[src/rtl/stack_mon.sv]
// Zero-latency monitor in front of the data/return stack: tracks occupancy, flags over/underflow, exposes status via IO.
// Optional STACK_MON_TRAP_EN suppresses the violating stack move (delta_out forced to 00).
module stack_mon #(
   parameter int DEPTH = 16,
   parameter int WIDTH = 16,
   parameter int CW    = 8
) (
   input  logic             clk,
   input  logic             resetq,
   input  logic [1:0]       delta_in,
   input  logic             we_in,
   input  logic [WIDTH-1:0] wd_in,
   output logic [1:0]       delta_out,
   output logic             we_out,
   output logic [WIDTH-1:0] wd_out,
   input  logic             io_sel,
   input  logic [1:0]       io_addr,
   input  logic             io_wr,
   input  logic [WIDTH-1:0] io_din,
   output logic [WIDTH-1:0] io_dout,
   output logic             trap
);

   localparam int DW = $clog2(DEPTH + 2);
   localparam logic [DW-1:0] FULL = DW'(DEPTH + 1);
   localparam logic [CW-1:0] VMAX = '1;

   logic [DW-1:0] r_depth;
   logic [DW-1:0] r_hwm;
   logic [CW-1:0] r_vcnt;
   logic          r_ovf;
   logic          r_unf;
   logic          r_trap;

   logic          w_push;
   logic          w_pop;
   logic          w_ovf_ev;
   logic          w_unf_ev;
   logic          w_viol;
   logic          w_io_we;
   logic          w_wr_stat;
   logic          w_wr_hwm;
   logic          w_wr_vcnt;
   logic [DW-1:0] w_depth_next;
   logic [DW-1:0] w_hwm_next;
   logic [CW-1:0] w_vcnt_next;
   logic          w_ovf_next;
   logic          w_unf_next;
   logic          w_unused_din;

   assign w_push    = (delta_in == 2'b01);
   assign w_pop     = (delta_in == 2'b11);
   assign w_ovf_ev  = w_push && (r_depth == FULL);
   assign w_unf_ev  = w_pop && (r_depth == '0);
   assign w_viol    = w_ovf_ev | w_unf_ev;

   assign w_io_we   = io_sel & io_wr;
   assign w_wr_stat = w_io_we && (io_addr == 2'd0);
   assign w_wr_hwm  = w_io_we && (io_addr == 2'd1);
   assign w_wr_vcnt = w_io_we && (io_addr == 2'd2);

   // Only the two flag bits of a status write carry meaning.
   assign w_unused_din = ^io_din[WIDTH-3:0];

   assign we_out = we_in;
   assign wd_out = wd_in;

`ifdef STACK_MON_TRAP_EN
   assign delta_out = w_viol ? 2'b00 : delta_in;
`else
   assign delta_out = delta_in;
`endif

   assign trap = r_trap;

   always_comb begin
      w_depth_next = r_depth;
      if (w_push && !w_ovf_ev) begin
         w_depth_next = r_depth + DW'(1);
      end else if (w_pop && !w_unf_ev) begin
         w_depth_next = r_depth - DW'(1);
      end
   end

   // A violation in the same cycle as a firmware clear wins over the clear.
   always_comb begin
      w_ovf_next = w_ovf_ev | (r_ovf & ~(w_wr_stat & io_din[WIDTH-1]));
      w_unf_next = w_unf_ev | (r_unf & ~(w_wr_stat & io_din[WIDTH-2]));

      w_vcnt_next = r_vcnt;
      if (w_wr_vcnt) begin
         w_vcnt_next = '0;
      end
      if (w_viol && (w_vcnt_next != VMAX)) begin
         w_vcnt_next = w_vcnt_next + CW'(1);
      end

      w_hwm_next = r_hwm;
      if (w_wr_hwm || (w_depth_next > r_hwm)) begin
         w_hwm_next = w_depth_next;
      end
   end

   always_ff @(posedge clk or negedge resetq) begin
      if (!resetq) begin
         r_depth <= '0;
         r_hwm   <= '0;
         r_vcnt  <= '0;
         r_ovf   <= 1'b0;
         r_unf   <= 1'b0;
         r_trap  <= 1'b0;
      end else begin
         r_depth <= w_depth_next;
         r_hwm   <= w_hwm_next;
         r_vcnt  <= w_vcnt_next;
         r_ovf   <= w_ovf_next;
         r_unf   <= w_unf_next;
         r_trap  <= w_viol;
      end
   end

   always_comb begin
      io_dout = '0;
      if (io_sel) begin
         case (io_addr)
            2'd0:    io_dout = {r_ovf, r_unf, {(WIDTH-2-DW){1'b0}}, r_depth};
            2'd1:    io_dout = {{(WIDTH-DW){1'b0}}, r_hwm};
            2'd2:    io_dout = {{(WIDTH-CW){1'b0}}, r_vcnt};
            default: io_dout = WIDTH'(DEPTH + 1);
         endcase
      end
   end

endmodule

[config.mk]
export PLATFORM = sky130hd
export DESIGN_NAME = stack_mon
export DESIGN_NICKNAME = d
export VERILOG_FILES = /design/src/rtl/stack_mon.sv
export SDC_FILE = /design/constraint.sdc
export NUM_CORES = 1
export LEC_CHECK = 0
export ABC_AREA = 1
export BUFFER_PORTS_ARGS = -buffer_cell sky130_fd_sc_hd__buf_2
export CAP_MARGIN = 15
export CORE_MARGIN = 2
export CORE_UTILIZATION = 48
export DETAILED_ROUTE_END_ITERATION = 7
export PLACE_DENSITY = 0.88
export SYNTH_ARGS = -nofsm -noshare
export SYNTH_HDL_FRONTEND = slang
export SYNTH_SLANG_ARGS = --single-unit
[constraint.sdc]
create_clock -name clk -period 3 [get_ports clk]
set_input_delay 0.3 -clock clk [delete_from_list [all_inputs] [get_ports clk]]
set_output_delay 0.3 -clock clk [all_outputs]
set_load 0.05 [all_outputs]
# [Word level (Yosys, flattened, before mapping)]
# Index checks and enable logic that the tools add are counted.
[word_totals] ff_bits=21 word_cells=45
[classes] bitwise_logic=10 magnitude_cmp=1 n_eq_ne=6 add_sub_neg=3 reduce_logical=13 n_mux=6
[ops] op="$pmux W16 S3" n=1
[ops] op="$mux W16" n=1
[ops] op="$mux W8" n=2
[ops] op="$mux W5" n=2
[ops] op="$add A8 B1 Y8 const B" n=1
[ops] op="$logic_and A1 B1 Y1" n=8
[ops] op="$ne A8 B8 Y1 const B" n=1
[ops] op="$add A5 B1 Y5 const B" n=1
[ops] op="$and A1 B1 Y1" n=5
[ops] op="$eq A5 B5 Y1 const B" n=1
[ops] op="$gt A5 B5 Y1" n=1
[ops] op="$logic_not A5 Y1" n=1
[ops] op="$sub A5 B1 Y5 const B" n=1
[ops] op="$eq A2 B1 Y1 const B" n=2
[ops] op="$eq A2 B2 Y1 const B" n=2
[ops] op="$or A1 B1 Y1" n=3
[ops] op="$logic_not A1 Y1" n=2
[ops] op="$logic_not A2 Y1" n=1
[ops] op="$not A1 Y1" n=2
[ops] op="$logic_or A1 B1 Y1" n=1

# [Depth between registers and ports, before layout]
# Gate-level depths: netlist (run 1).
[depth] ltp_word=8 depth_mapped=17 mapped_depth_nobuf=17

# [Least setup slack after synthesis (run 1)]
# No wires, ideal clock.
[synth_path] path_kind="register to register" startpoint="register r_depth[0]" endpoint="register r_hwm[0]" setup_ns=0.121 stages_incl_launch_ff=17 period_less_slack_ns=2.386 required_ns=2.879 arrival_ns=2.265 n_path_buf=0 path_slack_ns=0.614 path_cell_list="dfrtp_1 -> inv_1 -> ha_1 -> nand3_1 -> nand2_1 -> nand2_1 -> o21ai_0 -> a21boi_0 -> ha_1 -> nand2_1 -> inv_1 -> o21ai_0 -> nand3_1 -> nand2_1 -> nand2_1 -> nand2_1 -> o21ai_1"
[synth_between] elab_chain_len=8 word_cells_on_any_way=14 cone_classes="2 x add/sub; 1 x order compare; 1 x eq/ne; 2 x mux; 8 x reduce/logical"
[synth_rtl] element="start, declared" line_no="28" text="logic [DW-1:0] r_depth;"
[synth_rtl] element="start signal, assigned" line_no="113" text="r_depth <= w_depth_next;"
[synth_rtl] element="branches (longest 5 deep; another with $sub A5 B1 Y5)"
[synth_rtl] element="$mux W5 (*)" line_no="78" text="if (w_push && !w_ovf_ev) begin"
[synth_rtl] element="via w_depth_next[2]" line_no="44" text="logic [DW-1:0] w_depth_next;"
[synth_rtl] element="$gt A5 B5 Y1 (*)" line_no="99" text="if (w_wr_hwm || (w_depth_next > r_hwm)) begin"
[synth_rtl] element="$logic_or A1 B1 Y1 (*)" line_no="99"
[synth_rtl] element="end signal, assigned" line_no="114" text="r_hwm <= w_hwm_next;"
[synth_rtl] element="end, declared" line_no="29" text="logic [DW-1:0] r_hwm;"
# Mark *: on every way through the listed nets, which the timed path passes.
# A chain may end at the register's enable or synchronous reset.

# [Final worst setup path (run 1)]
[layout_path] startpoint="register r_depth[1]" endpoint="register r_hwm[3]"
# The elaborated chain is that of the path after synthesis.

==> summary.md, run 1 <==
| Metric | Value |
|---|---|
| IO Port Bufs | `22` |
| Peak Freq | `approximately 380 MHz` |
| Nets@finish | `314` |
| Max Cap Viol | `0` |
| Leading area contributor after synthesis | `dfrtp_1` |
| Die W | `roughly 66 um` |
| Syn Std Cell Area | `1850 um^2` |
| Clk sinks | `21` |
| GRT Overall Usage | `0.188` |
| CTS Hold Buffers Added | `0` |
| Max Root-Sink Buffers | `2` |
| Buf/Inv on CP | `3` |
| R2R depth | `16` |
| Post-synth top cells | `78 x nand2_1, 42 x inv_1, 25 x buf_4` |
| Placed cells | `306` |
| Root Buffer Master | `clkbuf_8` |
| Dpl hpwl | `2.84 mm` |
| Syn-to-layout area delta | `1.96%` |
| Pre-Repair DR Iteration Count | `4` |
| Drt drc | `0` |
| Detailed Route WL | `3.58 mm` |
| Share of the synthesized area in the top cell type | `0.285` |
| Total CTS buffers | `3` |
| WS Path Type | `flop to flop` |
| Final TNS setup | `0 ps` |
| Synth area leaders | `dfrtp_1 28%, nand2_1 16%, buf_4 10%` |
| PnR worst setup slack | `334 ps` |
| Register bit total from synthesis | `21` |
| Worst Hold Class | `input port to asynchronous set/reset pin` |
| Post-synth EDFFs | `0` |
| Arr. time, crit path | `approximately 2800 ps` |
| Crit. path cell count | `16` |
| Maximum VDD drop | `roughly 280 uV` |
| Crit Path Max Fanout | `8` |
| Antenna Nets Post-Route | `0` |
| Most frequent cell after synthesis | `nand2_1` |
| Final-report hold violation count | `21` |
| Via count | `1,524` |
| IO Count | `77` |
| # setup viols final | `0` |
| Tcrit/Tclk final | `0.889` |
| Area occupied by multi-input gates | `971 um^2` |
| CP dominant cell by count | `nand2_1` |
| Sequential fraction of the synthesis area | `0.285` |
| Clock latency at the later pin of the worst-skew pair | `260 ps` |
| Yosys warns | `0` |
| Worst stage delay on the critical path | `between 400 and 500 ps` |
| GRT overflow | `0` |
| Vias/cell | `4.92` |
| CTS H-tree lvls | `1` |
| Worst EP required | `3150 ps` |
| Count of different cell masters after synthesis | `35` |
| Outcome | `complete, but fails checks` |
| Starting DRC count in detailed routing | `51` |
| Largest net degree at the start of global routing | `22` |
| First-pass GRT wire length | `6.36 mm` |
| Final Skew | `between 2 and 2.5 ps` |
| # fillers | `around 370` |
| Pwr dens | `753 nW/um^2` |
| Vias in the first global route | `1,537` |
| Syn Inst Count | `258` |
| Worst Setup End Kind | `flop` |
| GP Congestion | `0.896` |
| PnR Total Power | `1.42 mW` |
| Async S/R FF share, synth | `1.00` |
| Primary FF master, synth | `dfrtp_1` |
| Syn_area_per_cell | `7.16 um^2` |
| Area of the core | `roughly 3700 um^2` |
| Tmin final | `2670 ps` |
| DR WL/cell | `11.5 um` |
| Row cnt | `22` |
| CP Cell Sequence | `inv_1 -> ha_1 -> nand3_1 -> nand2_2 -> inv_1 -> nand2_1 -> a21boi_1 -> ha_1 -> nand2_1 -> inv_1 -> o21ai_0 -> nand3_1 -> nand2_1 -> nand2_1 -> nand3_1 -> nand2_1` |
| Critical-path top delay cell | `dfrtp_1` |
| Share of cells above drive strength 1 | `0.179` |
| Pre-CTS setup slack | `roughly 220 ps` |
| Failing checks | `negative hold slack` |
| Initial Util | `0.501` |
| Die ar. | `around 4400 um^2` |
| Largest delay contributor family on the critical path | `simple AND/OR/NAND/NOR gates` |
| CP Launch Type | `flop` |
| Clk slew on worst S/H paths | `70 ps` |
| Register area | `527 um^2` |
| Hold_ws | `-10.3 ps` |
| Die H | `66.0 um` |
| RSZ-0062 raised after global routing | `no` |
| Leak pwr | `1.10 nW` |
| Antenna violations before repair | `0` |
| Non-Filler Instances | `310` |
| CTS tree | `done` |
| N_diodes | `0` |
| Max Transition Viols Final | `0` |
cell usage in the layout, fill, tap and decap left out, types with 4 or more instances in the layout:
cell type	n
xor2_1	4
o21ai_0	7
dfrtp_1	20
buf_2	22
nand2_1	76
inv_1	42
nand3_1	19
nor2_1	9
ha_1	10
nand4_1	8
conb_1	6
nand2_2	4
path summary, 6_finish.rpt:
path / start / to / slack (ps)
min: resetq / r_hwm[0] / -10
max reg2reg: r_depth[1] / r_hwm[3] / 330
max in group asynchronous: resetq / r_depth[0] / 2650
min in group clk: io_din[14] / r_unf / 320
max: r_depth[1] / r_hwm[3] / 330
min reg2reg: r_unf / r_unf / 490
registers in the layout, indices dropped and copies added (netlist names):
name	cells
r_vcnt	8
r_depth	5
r_hwm	5
r_ovf	1
r_unf	1
trap	1
power by group:
| group | switching [mW] | internal (mW) |
|---|---|---|
| Combinational | 0.513 | 0.261 |
| Clock | 0.0911 | 0.0947 |
| Sequential | 0.0814 | 0.375 |
| Total | 0.686 | 0.731 |
metrics by stage:
step / area [um^2] / hold WS, ps / utilization
after floorplan: 1870 / 4.41 / -
after global placement: 1830 / 287 / 0.497
after detailed placement: 1830 / 292 / 0.497
after CTS: 1880 / 7.07 / 0.509
after global routing: 1880 / 24.7 / 0.511
final: 1880 / -10.3 / 0.511
timing repair:
action	4_1_cts	5_1_grt
endpoints found under the setup margin	0	5
resized for setup	0	6
buffers inserted	0	0
cell families (layout without fill, tap and decap cells):
kind of cell / Yosys count / after routing / share of synthesized area
xor gates and xnor gates: 7 / 7 / 0.0373
DFF: 21 / 21 / 0.285
other: 1 / 6 / 0.00203
and+or+nand+nor: 127 / 127 / 0.325
adders and majority gates: 10 / 10 / 0.0678
AOI/OAI and AO/OA: 20 / 20 / 0.0806
buffers and inverters: 72 / 71 / 0.203
layer usage:
layer	routed length [um]	part of all wire	up-vias	GRT usage
li1	-	-	788	-
met2	1810	0.51	33	0.327
met1	1520	0.43	692	0.228
met4	97	0.027	0	0.0969
met5	0	0	-	0
met3	150	0.042	11	0.0221
layout make-up:
cell class / instances / area share
Clock buffer: 4 / 0.0239
Inverter: 45 / 0.0904
Multi-Input combinational cell: 170 / 0.516
Sequential cell: 21 / 0.280
Tap cell: 48 / 0.0319
Timing Repair Buffer: 22 / 0.0585
(Power assumes the default switching activity.)
==> run 2: changes to the inputs <==
Settings changed: CORE_ASPECT_RATIO from default to 2, CORE_UTILIZATION 48 to 25, PLACE_DENSITY 0.88 to 0.55.
==> run 2 against run 1 <==
The run now ends clean. Combinational power increased by 8.6%. Clock power increased by 57%. Fmax decreased by 0.22%. Worst setup slack got worse by 6.0 ps. Die area increased by 87%. Critical endpoint unchanged. Largest cell class unchanged.
==> summary.md, run 2 (synthesis gave the netlist of run 1 again) <==
| Metric | Value |
|---|---|
| Pwr dens | `794 nW/um^2 (was 753 nW/um^2)` |
| # fillers | `807 (was 371)` |
| Final Skew | `1.00 ps (was 2.09 ps)` |
| Critical-path top delay cell | `dfrtp_1 (unchanged)` |
| Worst stage delay on the critical path | `420 ps (was 410 ps)` |
| Pre-CTS setup slack | `351 ps (was 219 ps)` |
| Via count | `1,504 (was 1,524)` |
| Worst Hold Class | `input port to asynchronous set/reset pin (unchanged)` |
| CP Launch Type | `flop (unchanged)` |
| Die H | `126 um (was 66.0 um)` |
| Syn-to-layout area delta | `8.13% (was 1.96%)` |
| Arr. time, crit path | `2820 ps (about the same)` |
| Peak Freq | `374 MHz (was 375 MHz)` |
| N_diodes | `0 (unchanged)` |
| Leak pwr | `1.14 nW (was 1.10 nW)` |
| IO Port Bufs | `22 (unchanged)` |
| Setup Buffers After CTS | `0 (unchanged)` |
| Largest net degree at the start of global routing | `22 (unchanged)` |
| Most frequent cells in the layout | `78 x nand2_1, 42 x inv_1, 22 x buf_2, 21 x dfrtp_1, 19 x nand3_1 (was 76 x nand2_1, 42 x inv_1, 22 x buf_2, 20 x dfrtp_1, 19 x nand3_1)` |
| Crit Path Max Fanout | `6 (was 8)` |
| Max Root-Sink Buffers | `2 (unchanged)` |
| Share of cells above drive strength 1 | `0.184 (was 0.179)` |
| Antenna Nets Post-Route | `0 (unchanged)` |
| Starting DRC count in detailed routing | `67 (was 51)` |
| DR WL/cell | `11.9 um (was 11.5 um)` |
| Max Cap Viol | `0 (unchanged)` |
| Clk slew on worst S/H paths | `60 ps (was 70 ps)` |
| Slew @ Worst Pin | `slightly above 500 ps` |
| Antenna violations before repair | `0 (unchanged)` |
| Regs by FF count | `r_vcnt (8), r_depth (5), r_hwm (5) (unchanged)` |
| FF-to-FF Start | `r_depth[1] (unchanged)` |
| Detailed Route WL | `4.26 mm (was 3.58 mm)` |
| Worst r2r dst | `r_hwm[3] (unchanged)` |
| IO Count | `77 (unchanged)` |
| Vias/cell | `4.20 (was 4.92)` |
| GRT overflow | `0 (unchanged)` |
| Total CTS buffers | `3 (unchanged)` |
| PnR worst setup slack | `328 ps (was 334 ps)` |
| Drt drc | `0 (unchanged)` |
| Area of the core | `7210 um^2 (was 3690 um^2)` |
| First-pass GRT wire length | `7.01 mm (was 6.36 mm)` |
| Row cnt | `44 (was 22)` |
| # resized after CTS | `0 (unchanged)` |
| Die ar. | `8130 um^2 (was 4360 um^2)` |
| Nets@finish | `318 (was 314)` |
| WS Path Type | `flop to flop (unchanged)` |
| Slew Limit Headroom | `0.658` |
| Initial Util | `0.256 (was 0.501)` |
| Root Buffer Master | `clkbuf_16 (was clkbuf_8)` |
| Area after DPL | `1920 um^2 (was 1830 um^2)` |
| Max Transition Viols Final | `0 (unchanged)` |
| Clk sinks | `21 (unchanged)` |
| # setup viols final | `0 (unchanged)` |
| Flop-to-flop setup slack | `330 ps (about the same)` |
| Worst Setup End Kind | `flop (unchanged)` |
| R2R depth | `18 (was 16)` |
| Final-report hold violation count | `0 (was 21)` |
| Flip-flop count of the largest register after layout | `8 (unchanged)` |
| Top reg by flops | `r_vcnt (unchanged)` |
| CP Cell Sequence | `inv_1 -> ha_1 -> nand3_1 -> nand2_1 -> buf_4 -> inv_1 -> nand2_1 -> nand2_1 -> a21boi_0 -> ha_1 -> nand2_1 -> inv_1 -> o21ai_0 -> nand3_1 -> nand2_1 -> nand2_1 -> nand3_1 -> nand2_1 (was inv_1 -> ha_1 -> nand3_1 -> nand2_2 -> inv_1 -> nand2_1 -> a21boi_1 -> ha_1 -> nand2_1 -> inv_1 -> o21ai_0 -> nand3_1 -> nand2_1 -> nand2_1 -> nand3_1 -> nand2_1)` |
| CTS H-tree lvls | `1 (unchanged)` |
| CTS tree | `done (unchanged)` |
| Die W | `64.8 um (was 66.0 um)` |
| CTS Hold Buffers Added | `0 (unchanged)` |
| RSZ-0062 raised after global routing | `no (unchanged)` |
| Clock latency at the later pin of the worst-skew pair | `260 ps (about the same)` |
| Tmin final | `2670 ps (about the same)` |
| Vias in the first global route | `1,468 (was 1,537)` |
| Outcome | `complete, no violations (was complete, but fails checks)` |
| Commonest non-fill, non-tap cell in the layout | `nand2_1 (unchanged)` |
| PnR Total Power | `1.59 mW (was 1.42 mW)` |
| Maximum VDD drop | `255 uV (was 276 uV)` |
| GP Congestion | `0.764 (was 0.896)` |
| Worst EP required | `3150 ps (about the same)` |
| GRT Overall Usage | `0.114 (was 0.188)` |
| Register area | `526 um^2 (was 527 um^2)` |
| Area occupied by multi-input gates | `966 um^2 (was 971 um^2)` |
| Final TNS setup | `0 ps (unchanged)` |
| Design area | `2000 um^2 (was 1880 um^2)` |
| Tcrit/Tclk final | `0.891 (was 0.889)` |
| Hold_ws | `6.83 ps (was -10.3 ps)` |
| CP dominant cell by count | `nand2_1 (unchanged)` |
| Pre-Repair DR Iteration Count | `4 (unchanged)` |
| Dpl hpwl | `3.56 mm (was 2.84 mm)` |
-- run 2: area by class of cell --
| class | instances | share of cell area |
|---|---|---|
| Multi-Input combinational cell | 170 | 0.484 |
| Clock buffer | 3 | 0.0376 |
| Sequential cell | 21 | 0.263 |
| Inverter | 45 | 0.0852 |
| Tap cell | 92 | 0.0576 |
| Timing Repair Buffer | 26 | 0.0702 |
| Clock inverter | 1 | 0.00251 |
-- run 2: worst max path at each step --
stage | start | end | slack (ps) | cells after the start
after floorplan | r_depth[0] | r_hwm[0] | 610 | 16
after global placement | r_depth[1] | r_hwm[2] | 350 | 15
after detailed placement | r_depth[1] | r_hwm[3] | 350 | 18
after CTS | r_depth[1] | r_hwm[3] | 320 | 18
after global routing | r_depth[1] | r_hwm[0] | 50 | 15
final | r_depth[1] | r_hwm[3] | 330 | 18
-- run 2: per-layer routing --
| metal | routed length [um] | global-route usage | part of all wire | vias up |
|---|---|---|---|---|
| met1 | 1490 | 0.107 | 0.35 | 674 |
| met4 | 197 | 0.0826 | 0.046 | 0 |
| met2 | 2460 | 0.221 | 0.58 | 27 |
| met3 | 111 | 0.00540 | 0.026 | 9 |
| li1 | - | - | - | 794 |
| met5 | 0 | 0 | 0 | - |
-- run 2: report_power, final --
group / total, mW / internal (mW) / switching [mW]
Combinational: 0.842 / 0.300 / 0.542
Sequential: 0.452 / 0.375 / 0.0774
Clock: 0.292 / 0.180 / 0.113
-- run 2: metrics by stage --
| step | cells | util |
|---|---|---|
| 4_1_cts | 358 | 0.277 |
| 3_5_place_dp | 354 | 0.266 |
| 6_report | 358 | 0.277 |
| 2_1_floorplan | 263 | - |
| 3_3_place_gp | 354 | 0.266 |
| 5_1_grt | 358 | 0.277 |
-- run 2: worst max-delay path: cells and delay by family, from the launching register on --
kind            cells  cell delay, ps
simple gates       10             890
compound gates      2             310
flops               1             420
fa+ha+maj           2             500
buf+inv             4             440
==> run 3: changes to the inputs <==
Settings changed: CORE_ASPECT_RATIO 2 to default, SLEW_MARGIN from default to 40.
==> run 3 against run 2 <==
Clock power shrank 36%. Worst hold slack lost 1.2 ps. Non-clock buffer count shrank 2. Critical path type unchanged. Largest power group unchanged.
==> summary.md, run 3 (synthesis gave the netlist of run 1 again) <==
| Metric | Value |
|---|---|
| Outcome | `complete, no violations (unchanged)` |
| Via count | `1,502 (was 1,504)` |
| Worst Hold Class | `input port to asynchronous set/reset pin (unchanged)` |
| Net Sw Frac | `0.480 (was 0.461)` |
| GRT Overall Usage | `0.0968 (was 0.114)` |
| Slew Limit Headroom | `0.661 (was 0.658)` |
| Final Skew | `1.71 ps (was 1.00 ps)` |
| CTS H-tree lvls | `1 (unchanged)` |
| First-pass GRT wire length | `6.52 mm (was 7.01 mm)` |
| Worst r2r dst | `r_hwm[2] (was r_hwm[3])` |
| Worst Setup End Kind | `flop (unchanged)` |
| Max Cap Viol | `0 (unchanged)` |
| Pwr dens | `725 nW/um^2 (was 794 nW/um^2)` |
| Largest net degree at the start of global routing | `22 (unchanged)` |
| GRT overflow | `0 (unchanged)` |
| Buf/Inv on CP | `2 (was 4)` |
| GP Congestion | `0.805 (was 0.764)` |
| CP Cell Sequence | `inv_1 -> ha_1 -> nand3_1 -> nand2_2 -> o21ai_0 -> a21boi_1 -> ha_1 -> nand2_1 -> inv_1 -> o21ai_0 -> nand3_1 -> nand2_1 -> nand2_1 -> nand3_1 -> nand2_1 (was inv_1 -> ha_1 -> nand3_1 -> nand2_1 -> buf_4 -> inv_1 -> nand2_1 -> nand2_1 -> a21boi_0 -> ha_1 -> nand2_1 -> inv_1 -> o21ai_0 -> nand3_1 -> nand2_1 -> nand2_1 -> nand3_1 -> nand2_1)` |
| Worst EP required | `3150 ps (about the same)` |
| Regs by FF count | `r_vcnt (8), r_depth (5), r_hwm (5) (unchanged)` |
| Die W | `90.0 um (was 64.8 um)` |
| N_diodes | `0 (unchanged)` |
| Clk sinks | `21 (unchanged)` |
| Pre-Repair DR Iteration Count | `4 (unchanged)` |
| FF-to-FF Start | `r_depth[1] (unchanged)` |
| Int Pwr | `738 uW (was 854 uW)` |
| Commonest non-fill, non-tap cell in the layout | `nand2_1 (unchanged)` |
| Clk slew on worst S/H paths | `80 ps (was 60 ps)` |
| WS Path Type | `flop to flop (unchanged)` |
| Seq pwr share | `0.315 (was 0.285)` |
| P_sw | `681 uW (was 732 uW)` |
| Drt drc | `0 (unchanged)` |
| CP dominant cell by count | `nand2_1 (unchanged)` |
| CTS tree | `done (unchanged)` |
| Most frequent cells in the layout | `77 x nand2_1, 42 x inv_1, 22 x buf_2, 21 x dfrtp_1, 19 x nand3_1 (was 78 x nand2_1, 42 x inv_1, 22 x buf_2, 21 x dfrtp_1, 19 x nand3_1)` |
| Row cnt | `31 (was 44)` |
| Max Transition Viols Final | `0 (unchanged)` |
| Antenna Nets Post-Route | `0 (unchanged)` |
| Largest delay contributor family on the critical path | `simple AND/OR/NAND/NOR gates (unchanged)` |
| # setup viols final | `0 (unchanged)` |
| Top reg by flops | `r_vcnt (unchanged)` |
| Syn-to-layout area delta | `6.03% (was 8.13%)` |
| # fillers | `826 (was 807)` |
| Setup Buffers After CTS | `0 (unchanged)` |
| Area of the core | `7210 um^2 (about the same)` |
| Peak Freq | `379 MHz (was 374 MHz)` |
| Initial Util | `0.256 (about the same)` |
| Die ar. | `8090 um^2 (was 8130 um^2)` |
| Max Root-Sink Buffers | `2 (unchanged)` |
| Hold_ws | `5.66 ps (was 6.83 ps)` |
| DR WL/cell | `10.6 um (was 11.9 um)` |
| Flop-to-flop setup slack | `360 ps (was 330 ps)` |
| Nets@finish | `316 (was 318)` |
| Total CTS buffers | `3 (unchanged)` |
| Share of power burned in combinational logic | `0.553 (was 0.531)` |
| Slew @ Worst Pin | `509 ps (was 513 ps)` |
| Root Buffer Master | `clkbuf_8 (was clkbuf_16)` |
| Detailed Route WL | `3.86 mm (was 4.26 mm)` |
| Final-report hold violation count | `0 (unchanged)` |
| IO Port Bufs | `22 (unchanged)` |
| Dpl hpwl | `3.14 mm (was 3.56 mm)` |
| IO Count | `77 (unchanged)` |
| Maximum VDD drop | `198 uV (was 255 uV)` |
| Register area | `526 um^2 (unchanged)` |
| Tcrit/Tclk final | `0.879 (was 0.891)` |
| CP Launch Type | `flop (unchanged)` |
| Vias/cell | `4.14 (was 4.20)` |
| Crit Path Max Fanout | `7 (was 6)` |
| Share of cells above drive strength 1 | `0.178 (was 0.184)` |
| Area occupied by multi-input gates | `968 um^2 (was 966 um^2)` |
| Tmin final | `2640 ps (was 2670 ps)` |
| Die H | `90.0 um (was 126 um)` |
| Starting DRC count in detailed routing | `73 (was 67)` |
| Final TNS setup | `0 ps (unchanged)` |
| Flip-flop count of the largest register after layout | `8 (unchanged)` |
| Antenna violations before repair | `0 (unchanged)` |
| R2R depth | `15 (was 18)` |
| Leak pwr | `1.11 nW (was 1.14 nW)` |
| Critical-path top delay cell | `dfrtp_1 (unchanged)` |
| Clock power frac | `0.132 (was 0.184)` |
| RSZ-0062 raised after global routing | `no (unchanged)` |
| Clock latency at the later pin of the worst-skew pair | `250 ps (was 260 ps)` |
| Vias in the first global route | `1,412 (was 1,468)` |
| Arr. time, crit path | `2790 ps (was 2820 ps)` |
| Worst stage delay on the critical path | `400 ps (was 420 ps)` |
[run 3: cell types whose count changed in the layout (fill, tap and decap cells not counted)]
| cell | delta |
|---|---|
| clkbuf_16 | -3 |
| clkbuf_8 | +3 |
| buf_4 | -2 |
| a21boi_0 | -1 |
| a21boi_1 | +1 |
| clkbuf_1 | +1 |
| clkinv_2 | -1 |
| nand2_1 | -1 |
| nand2_2 | +1 |
[run 3: worst max path at each step]
stage | depth (start not counted) | startpoint | to
2_1_floorplan | 16 | r_depth[0] | r_hwm[0]
3_3_place_gp | 15 | r_depth[1] | r_hwm[2]
6_report | 15 | r_depth[1] | r_hwm[2]
4_1_cts | 15 | r_depth[1] | r_hwm[1]
5_1_grt | 17 | r_depth[1] | r_hwm[1]
3_5_place_dp | 15 | r_depth[1] | r_hwm[2]
[run 3: routing by layer]
metal,track usage,vias to the layer above,part of all wire
met5,0,-,0
met4,0.0321,0,0.018
met3,0.0151,6,0.031
met2,0.165,26,0.47
met1,0.126,681,0.48
li1,-,789,-
[run 3: power groups by stage]
stage                     Sequential, mW  Clock (mW)  Combinational [mW]
final                              0.448       0.187               0.785
after global routing               0.462       0.206               0.904
after CTS                          0.447       0.195               0.793
after detailed placement           0.453           0               0.786
after global placement             0.450           0               0.779
after floorplan                    0.435           0               0.677
[run 3: worst reg2reg max path, delay by kind of cell (launching register included)]
family / cells / cell delay, ps
simple gates: 8 / 900
fa+ha+maj: 2 / 550
compound gates: 3 / 530
flops: 1 / 400
buf+inv: 2 / 160
[run 3: per-stage QoR]
stage	cells	setup WS, ps	area, um^2	utilization	power, mW
3_3_place_gp	359	265	1910	0.265	1.23
3_5_place_dp	359	233	1910	0.265	1.24
4_1_cts	363	206	1960	0.271	1.44
6_report	363	363	1960	0.271	1.42
5_1_grt	363	44.0	1960	0.271	1.57
2_1_floorplan	263	614	1870	-	1.11
[run 3: timing repair]
action                     4_1_cts  5_1_grt
setup endpoints to repair        0        5
resized for setup                0        2
hold buffers                     0        0
[run 3: cell type report]
type,count,share of cell area
multi-input cells,170,0.495
well taps,99,0.0633
inverters,45,0.0869
flip-flops and latches,21,0.268
clock buffers,4,0.0230
repair buffers,24,0.0639
